## config.mk

```make
export PLATFORM = sky130hd
export DESIGN_NAME = hynoc_packet_gen
export DESIGN_NICKNAME = d
export VERILOG_FILES = /design/src/rtl/hynoc_packet_gen.sv
export SDC_FILE = /design/constraint.sdc
export NUM_CORES = 1
export LEC_CHECK = 0
export ABC_AREA = 0
export CORE_MARGIN = 2
export CORE_UTILIZATION = 55
export DETAILED_ROUTE_END_ITERATION = 8
export PLACE_DENSITY_LB_ADDON = 0.2
export SLEW_MARGIN = 40
export SYNTH_ARGS = -nofsm -noshare
export SYNTH_HDL_FRONTEND = slang
export SYNTH_SLANG_ARGS = --single-unit
```

## constraint.sdc

```tcl
create_clock -name gen_clk -period 3.88 [get_ports gen_clk]
set_clock_uncertainty 0.1 [all_clocks]
set_input_delay 0.582 -clock gen_clk [delete_from_list [all_inputs] [get_ports gen_clk]]
set_output_delay 0.582 -clock gen_clk [all_outputs]
set_load 0.02 [all_outputs]
```

## src/rtl/hynoc_packet_gen.sv

```systemverilog
// HyNoC packet generator: emits programmable header flits plus N payload flits (incrementing or LFSR) into one router ingress port.
// First flit is registered one cycle after start is accepted, then up to 1 flit/cycle; writes pause while the downstream FIFO level is within FIFO_MARGIN of full.
module hynoc_packet_gen #(
    parameter int PAYLOAD_WIDTH = 32,
    parameter int FLIT_WIDTH = PAYLOAD_WIDTH + 1,
    parameter int LOG2_FIFO_DEPTH = 5,
    parameter int MAX_HEADERS = 4,
    parameter int LEN_WIDTH = 16,
    parameter int GAP_WIDTH = 8,
    parameter int FIFO_MARGIN = 2,
    parameter logic [PAYLOAD_WIDTH-1:0] LFSR_POLY = 32'h8020_0003
) (
    input  logic                                   gen_clk,
    input  logic                                   gen_arst_n,
    input  logic                                   cfg_start,
    input  logic                                   cfg_stop,
    input  logic [$clog2(MAX_HEADERS+1)-1:0]       cfg_header_count,
    input  logic [MAX_HEADERS*PAYLOAD_WIDTH-1:0]   cfg_headers,
    input  logic [LEN_WIDTH-1:0]                   cfg_length,
    input  logic [LEN_WIDTH-1:0]                   cfg_packets,
    input  logic [GAP_WIDTH-1:0]                   cfg_gap,
    input  logic                                   cfg_mode,
    input  logic [PAYLOAD_WIDTH-1:0]               cfg_seed,
    output logic                                   egress_srst,
    output logic                                   egress_clk,
    output logic                                   egress_write,
    output logic [FLIT_WIDTH-1:0]                  egress_data,
    input  logic [LOG2_FIFO_DEPTH:0]               egress_fifo_level,
    output logic                                   busy,
    output logic                                   done,
    output logic [LEN_WIDTH-1:0]                   pkt_count,
    output logic [31:0]                            flit_count
);

    localparam int HC_W = $clog2(MAX_HEADERS + 1);
    localparam logic [2:0] S_IDLE    = 3'd0;
    localparam logic [2:0] S_HEADER  = 3'd1;
    localparam logic [2:0] S_PAYLOAD = 3'd2;
    localparam logic [2:0] S_GAP     = 3'd3;
    localparam logic [2:0] S_END     = 3'd4;

    localparam logic [LOG2_FIFO_DEPTH:0] CREDIT_LIMIT =
        (LOG2_FIFO_DEPTH+1)'((1 << LOG2_FIFO_DEPTH) - FIFO_MARGIN);
    localparam logic [HC_W-1:0]          HC_ONE  = 1;
    localparam logic [HC_W-1:0]          HC_MAX  = HC_W'(MAX_HEADERS);
    localparam logic [LEN_WIDTH-1:0]     LEN_ONE = 1;
    localparam logic [GAP_WIDTH-1:0]     GAP_ONE = 1;
    localparam logic [PAYLOAD_WIDTH-1:0] PAY_ONE = 1;

    logic [2:0]                         state;
    logic                               srst_meta;
    logic [MAX_HEADERS*PAYLOAD_WIDTH-1:0] hdr_sh;
    logic [MAX_HEADERS*PAYLOAD_WIDTH-1:0] hdr_work;
    logic [HC_W-1:0]                    hdr_n_sh;
    logic [HC_W-1:0]                    hdr_idx;
    logic [LEN_WIDTH-1:0]               len_sh;
    logic [LEN_WIDTH-1:0]               pkts_sh;
    logic [LEN_WIDTH-1:0]               pay_idx;
    logic [GAP_WIDTH-1:0]               gap_sh;
    logic [GAP_WIDTH-1:0]               gap_cnt;
    logic                               mode_sh;
    logic [PAYLOAD_WIDTH-1:0]           dat;
    logic                               stop_pending;

    logic                               credit;
    logic                               pay_last;
    logic [LEN_WIDTH-1:0]               pkt_inc;
    logic                               run_over;
    logic [PAYLOAD_WIDTH-1:0]           dat_next;

    assign egress_clk = gen_clk;
    assign busy       = (state != S_IDLE);
    assign done       = (state == S_END);

    // Level is compared against the value seen before the write edge; the write itself is registered.
    assign credit   = (egress_fifo_level < CREDIT_LIMIT);
    assign pay_last = (pay_idx == len_sh - LEN_ONE) || stop_pending;
    assign pkt_inc  = (pkt_count == '1) ? pkt_count : pkt_count + LEN_ONE;
    assign run_over = stop_pending || ((pkts_sh != '0) && (pkt_inc == pkts_sh));
    assign dat_next = mode_sh ? ((dat >> 1) ^ (dat[0] ? LFSR_POLY : '0)) : dat + PAY_ONE;

    always_ff @(posedge gen_clk or negedge gen_arst_n) begin
        if (!gen_arst_n) begin
            srst_meta   <= 1'b1;
            egress_srst <= 1'b1;
        end else begin
            srst_meta   <= 1'b0;
            egress_srst <= srst_meta;
        end
    end

    always_ff @(posedge gen_clk or negedge gen_arst_n) begin
        if (!gen_arst_n) begin
            state        <= S_IDLE;
            hdr_sh       <= '0;
            hdr_work     <= '0;
            hdr_n_sh     <= HC_ONE;
            hdr_idx      <= '0;
            len_sh       <= LEN_ONE;
            pkts_sh      <= '0;
            pay_idx      <= '0;
            gap_sh       <= '0;
            gap_cnt      <= '0;
            mode_sh      <= 1'b0;
            dat          <= '0;
            stop_pending <= 1'b0;
            pkt_count    <= '0;
            flit_count   <= '0;
            egress_write <= 1'b0;
            egress_data  <= '0;
        end else begin
            egress_write <= 1'b0;
            egress_data  <= '0;
            if ((state != S_IDLE) && cfg_stop) begin
                stop_pending <= 1'b1;
            end
            case (state)
                S_IDLE: begin
                    // The synchronised downstream reset holds the engine idle.
                    if (cfg_start && !egress_srst) begin
                        hdr_sh       <= cfg_headers;
                        hdr_work     <= cfg_headers;
                        if (cfg_header_count == '0)        hdr_n_sh <= HC_ONE;
                        else if (cfg_header_count > HC_MAX) hdr_n_sh <= HC_MAX;
                        else                               hdr_n_sh <= cfg_header_count;
                        len_sh       <= (cfg_length == '0) ? LEN_ONE : cfg_length;
                        pkts_sh      <= cfg_packets;
                        gap_sh       <= cfg_gap;
                        mode_sh      <= cfg_mode;
                        dat          <= (cfg_mode && (cfg_seed == '0)) ? PAY_ONE : cfg_seed;
                        hdr_idx      <= '0;
                        stop_pending <= 1'b0;
                        pkt_count    <= '0;
                        flit_count   <= '0;
                        state        <= S_HEADER;
                    end
                end
                S_HEADER: begin
                    if (credit) begin
                        egress_write <= 1'b1;
                        egress_data  <= {1'b0, hdr_work[PAYLOAD_WIDTH-1:0]};
                        hdr_work     <= hdr_work >> PAYLOAD_WIDTH;
                        flit_count   <= flit_count + 32'd1;
                        if (hdr_idx == hdr_n_sh - HC_ONE) begin
                            pay_idx <= '0;
                            state   <= S_PAYLOAD;
                        end else begin
                            hdr_idx <= hdr_idx + HC_ONE;
                        end
                    end
                end
                S_PAYLOAD: begin
                    if (credit) begin
                        egress_write <= 1'b1;
                        egress_data  <= {pay_last, dat};
                        dat          <= dat_next;
                        flit_count   <= flit_count + 32'd1;
                        if (pay_last) begin
                            pkt_count <= pkt_inc;
                            hdr_idx   <= '0;
                            hdr_work  <= hdr_sh;
                            if (run_over) begin
                                state <= S_END;
                            end else if (gap_sh != '0) begin
                                gap_cnt <= gap_sh - GAP_ONE;
                                state   <= S_GAP;
                            end else begin
                                state <= S_HEADER;
                            end
                        end else begin
                            pay_idx <= pay_idx + LEN_ONE;
                        end
                    end
                end
                S_GAP: begin
                    if (stop_pending) begin
                        state <= S_END;
                    end else if (gap_cnt == '0) begin
                        state <= S_HEADER;
                    end else begin
                        gap_cnt <= gap_cnt - GAP_ONE;
                    end
                end
                S_END: begin
                    state <= S_IDLE;
                end
                default: begin
                    state <= S_IDLE;
                end
            endcase
        end
    end

endmodule

```

== Word-level counts from Yosys, hierarchy flattened ==
Cells that the tools add are included.
Storage, ports and cells
  word-level logic and storage cells: 140
  output and inout bits: 86
  flip-flop bits (word level): 447
  bits of input ports: 214
Operators by class
  reduce and logical (&&, ||, !) cells: 30
  $lt $le $gt $ge: 2
  eq/ne operators: 21
  $add $sub $neg: 9
  bitwise logic cells: 1
  multiplexer cells: 58
Operators with widths (number)
  2-to-1 mux 128 bit: 4
  one-hot mux 128 bit (3 select lines): 1
  2-to-1 mux 32 bit: 8
  2-to-1 mux 16 bit: 9
  one-hot mux 32 bit (2 select lines): 2
  one-hot mux 33 bit (2 select lines): 1
  adder 32 x 1 -> 32 bit (second input constant): 2
  one-hot mux 16 bit (2 select lines): 2
  2-to-1 mux 8 bit: 6
  2-to-1 mux 3 bit: 15
  2-to-1 mux 33 bit: 1
  adder 16 x 1 -> 16 bit (second input constant): 2
  == test 16 bit: 2
  logical NOT 32 bit: 1
  bitwise XOR 31 x 32 -> 32 bit: 1
  inequality test 2 bit (second input constant): 11
  == test 16 bit (second input constant): 1
  logical NOT 16 bit: 1
  one-hot mux 8 bit (2 select lines): 1
  nonzero test 16 bit: 1
  subtractor 16 x 1 -> 16 bit (second input constant): 1
  subtractor 8 x 1 -> 8 bit (second input constant): 2
  one-hot mux 3 bit (4 select lines): 1
  AND reduction 6 bit: 2
  other kinds (27): 43

== Depth between registers and ports, before layout ==
Gate-level depths: netlist of the first run.
  depth after elaboration: 9
  mapped depth: 14
  gate-level depth less buffers: 12

==> results.json, run 1 <==
{
  "clock_latency_ns": 0.72,
  "cp.arrival_ns": 4.20,
  "yosys_warnings": 0,
  "drtIter0Drc": 2096,
  "timing_hold_violations_final": 0,
  "finalCritPeriodShare": 0.969,
  "detailed_place_hpwl_um": 50100,
  "slowest_delay_ns": 0.61,
  "syn_area_per_cell_um2": 8.29,
  "die_h_um": 212,
  "fmax_mhz": 266,
  "wl_per_cell_um": 20.0,
  "numPortBuffers": 298,
  "crit_chain": "or4_4 > o311a_1 > a31o_1 > a311oi_1 > a21oi_2 > a41oi_4 > a211o_4 > buf_12 > o21ai_0",
  "critPathKind": "reg2reg",
  "ys_ff_latch": 447,
  "leakagePower_nw": 12.8,
  "nNetsFinal": 3307,
  "min_path_cells": 0,
  "ys.flop_type": "dfrtp_1",
  "synthArstFlopShare": 1.00,
  "antenna_found_initial": 11,
  "die-width_um": 212,
  "cts_tree": "yes",
  "core-area_um2": 42900,
  "firstDrtPassIters": 5,
  "syn_nets": 3091,
  "n_fill_cell": 3397,
  "cp_slowest_cell": "or4_4",
  "ir_drop_v": 0.000921,
  "final_cells": 3718,
  "ant_nets": 0,
  "synthTopCellsByArea": "dfrtp_1 (47%), nand2_1 (12%), a22o_1 (4.3%)",
  "multi_input_area_um2": 11700,
  "ys_seq_area_frac": 0.470,
  "power_density_nw_per_um2": 804,
  "overflow": 0,
  "ff_latch_area_um2": 11200,
  "rows": 76,
  "max_slew_margin": 0.409,
  "area_growth_pct": 23.1,
  "tns_ns": 0,
  "dp.cells": 3615,
  "hold_path.class": "reg2reg",
  "r2r_cells": 9,
  "synth_cell_types": 76,
  "place_area_um2": 27400,
  "post_cts_buffers": 0,
  "final_cell_area_um2": 29300,
  "maxCapViolations": 0,
  "synth_cells": 2869,
  "initial_core_util": 0.555,
  "grt_util_all_layers": 0.329,
  "remaining_drc_errors": 0,
  "grt_max_degree": 171,
  "drive_gt1_frac": 0.0644,
  "utilization": 0.683,
  "finalMaxSlewViolations": 0,
  "status": "completed",
  "synth_edf_count": 0,
  "cp-start-kind": "flop",
  "gp_congestion": 0.925,
  "dieArea_um2": 44900,
  "ioPinCount": 300,
  "synth_top_area_cell": "dfrtp_1",
  "critical_path.max_fanout": 159,
  "vias": 22300,
  "routed_wl_um": 74200,
  "grt_pass1_wl_um": 116000,
  "finalSetupViolCount": 0,
  "grt_pass1_vias": 21100,
  "syn_area_um2": 23800,
  "fin_crit_ns": 3.76,
  "cp_data_required_time_ns": 4.32,
  "via_per_inst": 5.99,
  "path_clk_slew_ns": 0.06,
  "synth_top_area_share": 0.466,
  "end_kind": "flop",
  "timing_worst_slew_pin_value_ns": 0.886
}
==> per-layer routing <==
layer	vias up	track usage	wire, µm
met5	-	0	0
met3	117	0.0533	5410
met4	0	0.126	2120
li1	10400	-	-
met1	10900	0.451	31500
met2	855	0.527	35200
==> worst max-delay path: cells and delay by family (launching register included) <==
family	cells	cell delay (ns)
buffers and inverters	1	0.40
AOI/OAI and AO/OA	7	1.89
and+or+nand+nor	1	0.61
DFF	1	0.47
==> cell families after synthesis <==
| kind of cell | after synthesis | share of synthesized area |
|---|---|---|
| buf+inv | 244 | 0.0401 |
| simple gates | 1282 | 0.232 |
| flops | 447 | 0.470 |
| xor+xnor | 91 | 0.0335 |
| other cells | 1 | 0.000158 |
| mux | 23 | 0.00988 |
| compound gates | 773 | 0.210 |
| fa+ha+maj | 8 | 0.00421 |
==> layout by cell type, fill, tap and decap left out, types with 19 or more instances in the layout <==
cell,synthesis,routed
nand2_1,787,786
dfrtp_1,443,439
clkdlybuf4s50_1,0,297
nor2_1,217,215
a21oi_1,200,200
o21ai_0,197,197
a22o_1,118,118
a22oi_1,70,70
buf_4,3,63
nand3_1,60,60
xnor2_1,55,55
clkbuf_16,0,52
xor2_1,36,36
o21ai_1,37,36
o211ai_1,34,34
nor3_1,34,33
inv_1,30,29
nor2b_1,31,29
nor4_1,28,28
o221ai_1,27,27
nand4_1,24,24
mux2i_1,19,19
==> state kept, by name, summed over array words and instances (netlist names), 3 cells and up <==
register / flops
hdr_work: 128
pay_idx: 16
gap_cnt: 8
pkts_sh: 16
egress_data: 33
hdr_idx: 3
pkt_count: 16
dat: 32
hdr_sh: 128
state: 3
len_sh: 16
gap_sh: 8
flit_count: 32
hdr_n_sh: 3
==> synth_stat cells, drive strengths merged, types with 5 or more instances <==
library cell and count:
nor4 33, nand4 26, nand3 60, inv 31, buf 34, a22oi 70, nand2 787, o2111ai 6
or4 8, xor2 36, dfrtp 443, a22o 118, nor2b 31, a31oi 11, o221ai 27, nor2 218
o21a 5, o22ai 6, a21oi 201, o21ai 234, o211ai 34, and4 9, nand2b 16, or3 19
and3 18, ha 8, and2 9, mux2i 19, nor3 34, xnor2 55, a211oi 14, clkbuf 179
==> cell type report <==
cell class	instances	share of cell area
clock inverters	13	0.00786
inverters	31	0.00410
flip-flops and latches	447	0.383
multi-input cells	2178	0.400
repair buffers	374	0.127
diodes	12	0.00103
clock buffers	78	0.0528
well taps	585	0.0250
==> path summary, 6_finish.rpt <==
kind	start	endpoint	slack (ns)
max	len_sh[2]$_DFFE_PN0P_	hdr_work[6]$_DFFE_PN0P_	0.12
min	srst_meta$_DFF_PN1_	egress_srst$_DFF_PN1_	0.26
max reg2reg	len_sh[2]$_DFFE_PN0P_	hdr_work[6]$_DFFE_PN0P_	0.12
min reg2reg	srst_meta$_DFF_PN1_	egress_srst$_DFF_PN1_	0.26
max in group asynchronous	gen_arst_n	srst_meta$_DFF_PN1_	2.36
min in group asynchronous	gen_arst_n	len_sh[3]$_DFFE_PN0P_	0.29
==> stage by stage <==
step / power, mW / setup slack, ns / hold WS [ns]
detailed placement: 18.3 / 0.0714 / 0.252
CTS: 23.4 / 0.0319 / 0.263
global placement: 17.9 / 0.188 / 0.247
finish: 23.5 / 0.119 / 0.261
floorplan: 15.0 / 0.457 / 0.186
global route: 25.1 / -0.0149 / 0.263
==> power by group <==
| part | switching, mW | leakage, nW | internal, mW |
|---|---|---|---|
| registers | 1.66 | 5.72 | 6.51 |
| clock network | 1.99 | 0.871 | 3.08 |
| logic | 6.44 | 6.23 | 3.86 |
==> what timing repair did <==
action | 4_1_cts | 5_1_grt
endpoints found under the hold margin | 42 | 0
gates resized for setup | 0 | 5
hold buffers | 1 | 0
endpoints found under the setup margin | 0 | 10
(Power assumes the default switching activity.)
==> inputs of run 2 (changes only) <==
Settings changed: RECOVER_POWER set to 50.
==> run 2 against run 1 <==
  * The flow now finishes with violations (max-capacitance violations, max-slew violations)
  * Via count grew 0.25%
  * Sequential power is essentially flat
  * Critical path depth is the same
  * Design area shrank 0.49%
  * Utilization shrank 0.34 points
  * Die area is the same
  * Total power shrank 0.18%
  * Combinational power is essentially flat
==> results.json, run 2 (same netlist as run 1, synthesis figures left out) <==
{
  "leakagePower_nw": 12.7,
  "finalSetupViolCount": 0,
  "maxCapViolations": 5,
  "core-area_um2": 42900,
  "sw_frac_of_total": 0.429,
  "crit_family": "compound AO/OA/AOI/OAI gates",
  "overflow": 0,
  "routed_wl_um": 74200,
  "die-width_um": 212,
  "grt_util_all_layers": 0.329,
  "tns_ns": 0,
  "finalMaxSlewViolations": 381,
  "dieArea_um2": 44900,
  "die_h_um": 212,
  "timing_hold_violations_final": 0,
  "initial_core_util": 0.555,
  "wl_per_cell_um": 20.0,
  "ir_drop_v": 0.000915,
  "crit_chain": "or4_4 > o311a_1 > a31o_1 > a311oi_1 > a21oi_2 > a41oi_4 > a211o_4 > buf_12 > o21ai_0",
  "timing_worst_slew_pin_value_ns": 2.59,
  "switching_power_mw": 10.1,
  "finalWorstSetupSlack_ns": 0.126,
  "p_seq_frac": 0.348,
  "detailed_place_hpwl_um": 50100,
  "pwr-share-comb": 0.437,
  "max_slew_margin": -0.727,
  "nNetsFinal": 3307,
  "end_kind": "flop",
  "pre_cts_slack_ns": 0.0714,
  "cp.arrival_ns": 4.20,
  "drive_gt1_frac": 0.0612,
  "via_per_inst": 6.01,
  "gp_congestion": 0.925,
  "cp_num_buf_inv": 1,
  "clock_power_share": 0.215,
  "final_cell_mix": "nand2_1 (786), dfrtp_1 (440), clkdlybuf4s50_1 (297), nor2_1 (215), a21oi_1 (200)",
  "n_fill_cell": 3419,
  "numPortBuffers": 298,
  "holdCritStartpoint": "srst_meta$_DFF_PN1_",
  "critical_path.max_fanout": 159,
  "cp_slowest_cell": "or4_4",
  "reg2reg_from": "len_sh[2]$_DFFE_PN0P_",
  "intPower_mw": 13.4,
  "power_density_nw_per_um2": 806,
  "post_cts_buffers": 0,
  "remaining_drc_errors": 0,
  "finalCritPeriodShare": 0.968,
  "startpoint": "len_sh[2]$_DFFE_PN0P_",
  "cp_data_required_time_ns": 4.32,
  "ioPinCount": 300,
  "cp-start-kind": "flop",
  "hold_path.class": "reg2reg",
  "status": "finished with violations",
  "violations": "max-capacitance violations, max-slew violations",
  "area_growth_pct": 22.5,
  "critPathKind": "reg2reg",
  "top_usage_layer": "met2",
  "antenna_found_initial": 11,
  "grtUsageMet2": 0.527,
  "slowest_delay_ns": 0.61,
  "fin_crit_ns": 3.75,
  "vias": 22300,
  "grt_max_degree": 171,
  "fmax_mhz": 266,
  "clock_latency_ns": 0.72,
  "mostFrequentLayoutCell": "nand2_1",
  "grt_pass1_vias": 21100,
  "met1_usage": 0.451,
  "cts_tree": "yes",
  "firstDrtPassIters": 5,
  "path_clk_slew_ns": 0.06,
  "largest_registers": "hdr_sh: 128 flops, hdr_work: 128 flops, egress_data: 33 flops",
  "grt_pass1_wl_um": 116000,
  "ant_nets": 0,
  "rows": 76,
  "grt_use_met3": 0.0533,
  "drtIter0Drc": 2115
}
## run 2: changes by cell type in the layout (fill, tap and decap cells not counted), moves of 2 or more
cell      delta
clkbuf_1     +8
buf_4        -7
clkbuf_2     +3
clkbuf_4     +2
buf_12       -6
## run 2: final timing paths
check | to | slack, ns | cells past startpoint
worst max-delay path | hdr_work[6]$_DFFE_PN0P_ | 0.13 | 9
worst min-delay path | egress_srst$_DFF_PN1_ | 0.26 | 0
min in group asynchronous | len_sh[3]$_DFFE_PN0P_ | 0.27 | 2
max in group asynchronous | egress_data[15]$_DFF_PN0_ | 0.59 | 3
worst min register to register | egress_srst$_DFF_PN1_ | 0.26 | 0
worst max register to register | hdr_work[6]$_DFFE_PN0P_ | 0.13 | 9
## run 2: area by class of cell
| type | instances | area, µm² | area share |
|---|---|---|---|
| diodes | 11 | 27.5 | 0.000944 |
| clock buffers | 78 | 1550 | 0.0530 |
| clock inverters | 13 | 230 | 0.00790 |
| inverters | 31 | 120 | 0.00412 |
| multi-input cells | 2178 | 11700 | 0.402 |
| flip-flops and latches | 447 | 11200 | 0.384 |
| well taps | 585 | 732 | 0.0251 |
| repair buffers | 374 | 3570 | 0.123 |
## run 2: timing repair
action	CTS	global route
resized for setup	0	5
setup endpoints to repair	0	10
hold endpoints to repair	42	0
hold buffers	1	0
## run 2: power groups by stage
stage               Combinational, mW  Sequential [mW]  Clock [mW]
floorplan                        7.39             7.63      0.0301
global placement                 9.74             8.11      0.0346
detailed placement               10.1             8.19      0.0346
CTS                              10.2             8.13        5.13
global route                     11.4             8.37        5.33
finish                           10.3             8.17        5.06
## run 2: per-stage QoR
stage	std cells	cell area, µm²	hold slack, ns	power (mW)	utilization
after global routing	3713	29100	0.263	25.1	0.679
after floorplan	2869	23800	0.186	15.0	-
after CTS	3706	29200	0.263	23.4	0.681
after detailed placement	3615	27400	0.252	18.3	0.640
final	3717	29100	0.261	23.5	0.680
after global placement	3613	27400	0.247	17.9	0.639
## run 2: routing by layer
layer,routed length (µm),up-vias,share of wire
li1,-,10400,-
met4,2060,0,0.028
met5,0,-,0
met2,35300,852,0.48
met3,5310,120,0.072
met1,31400,10900,0.42
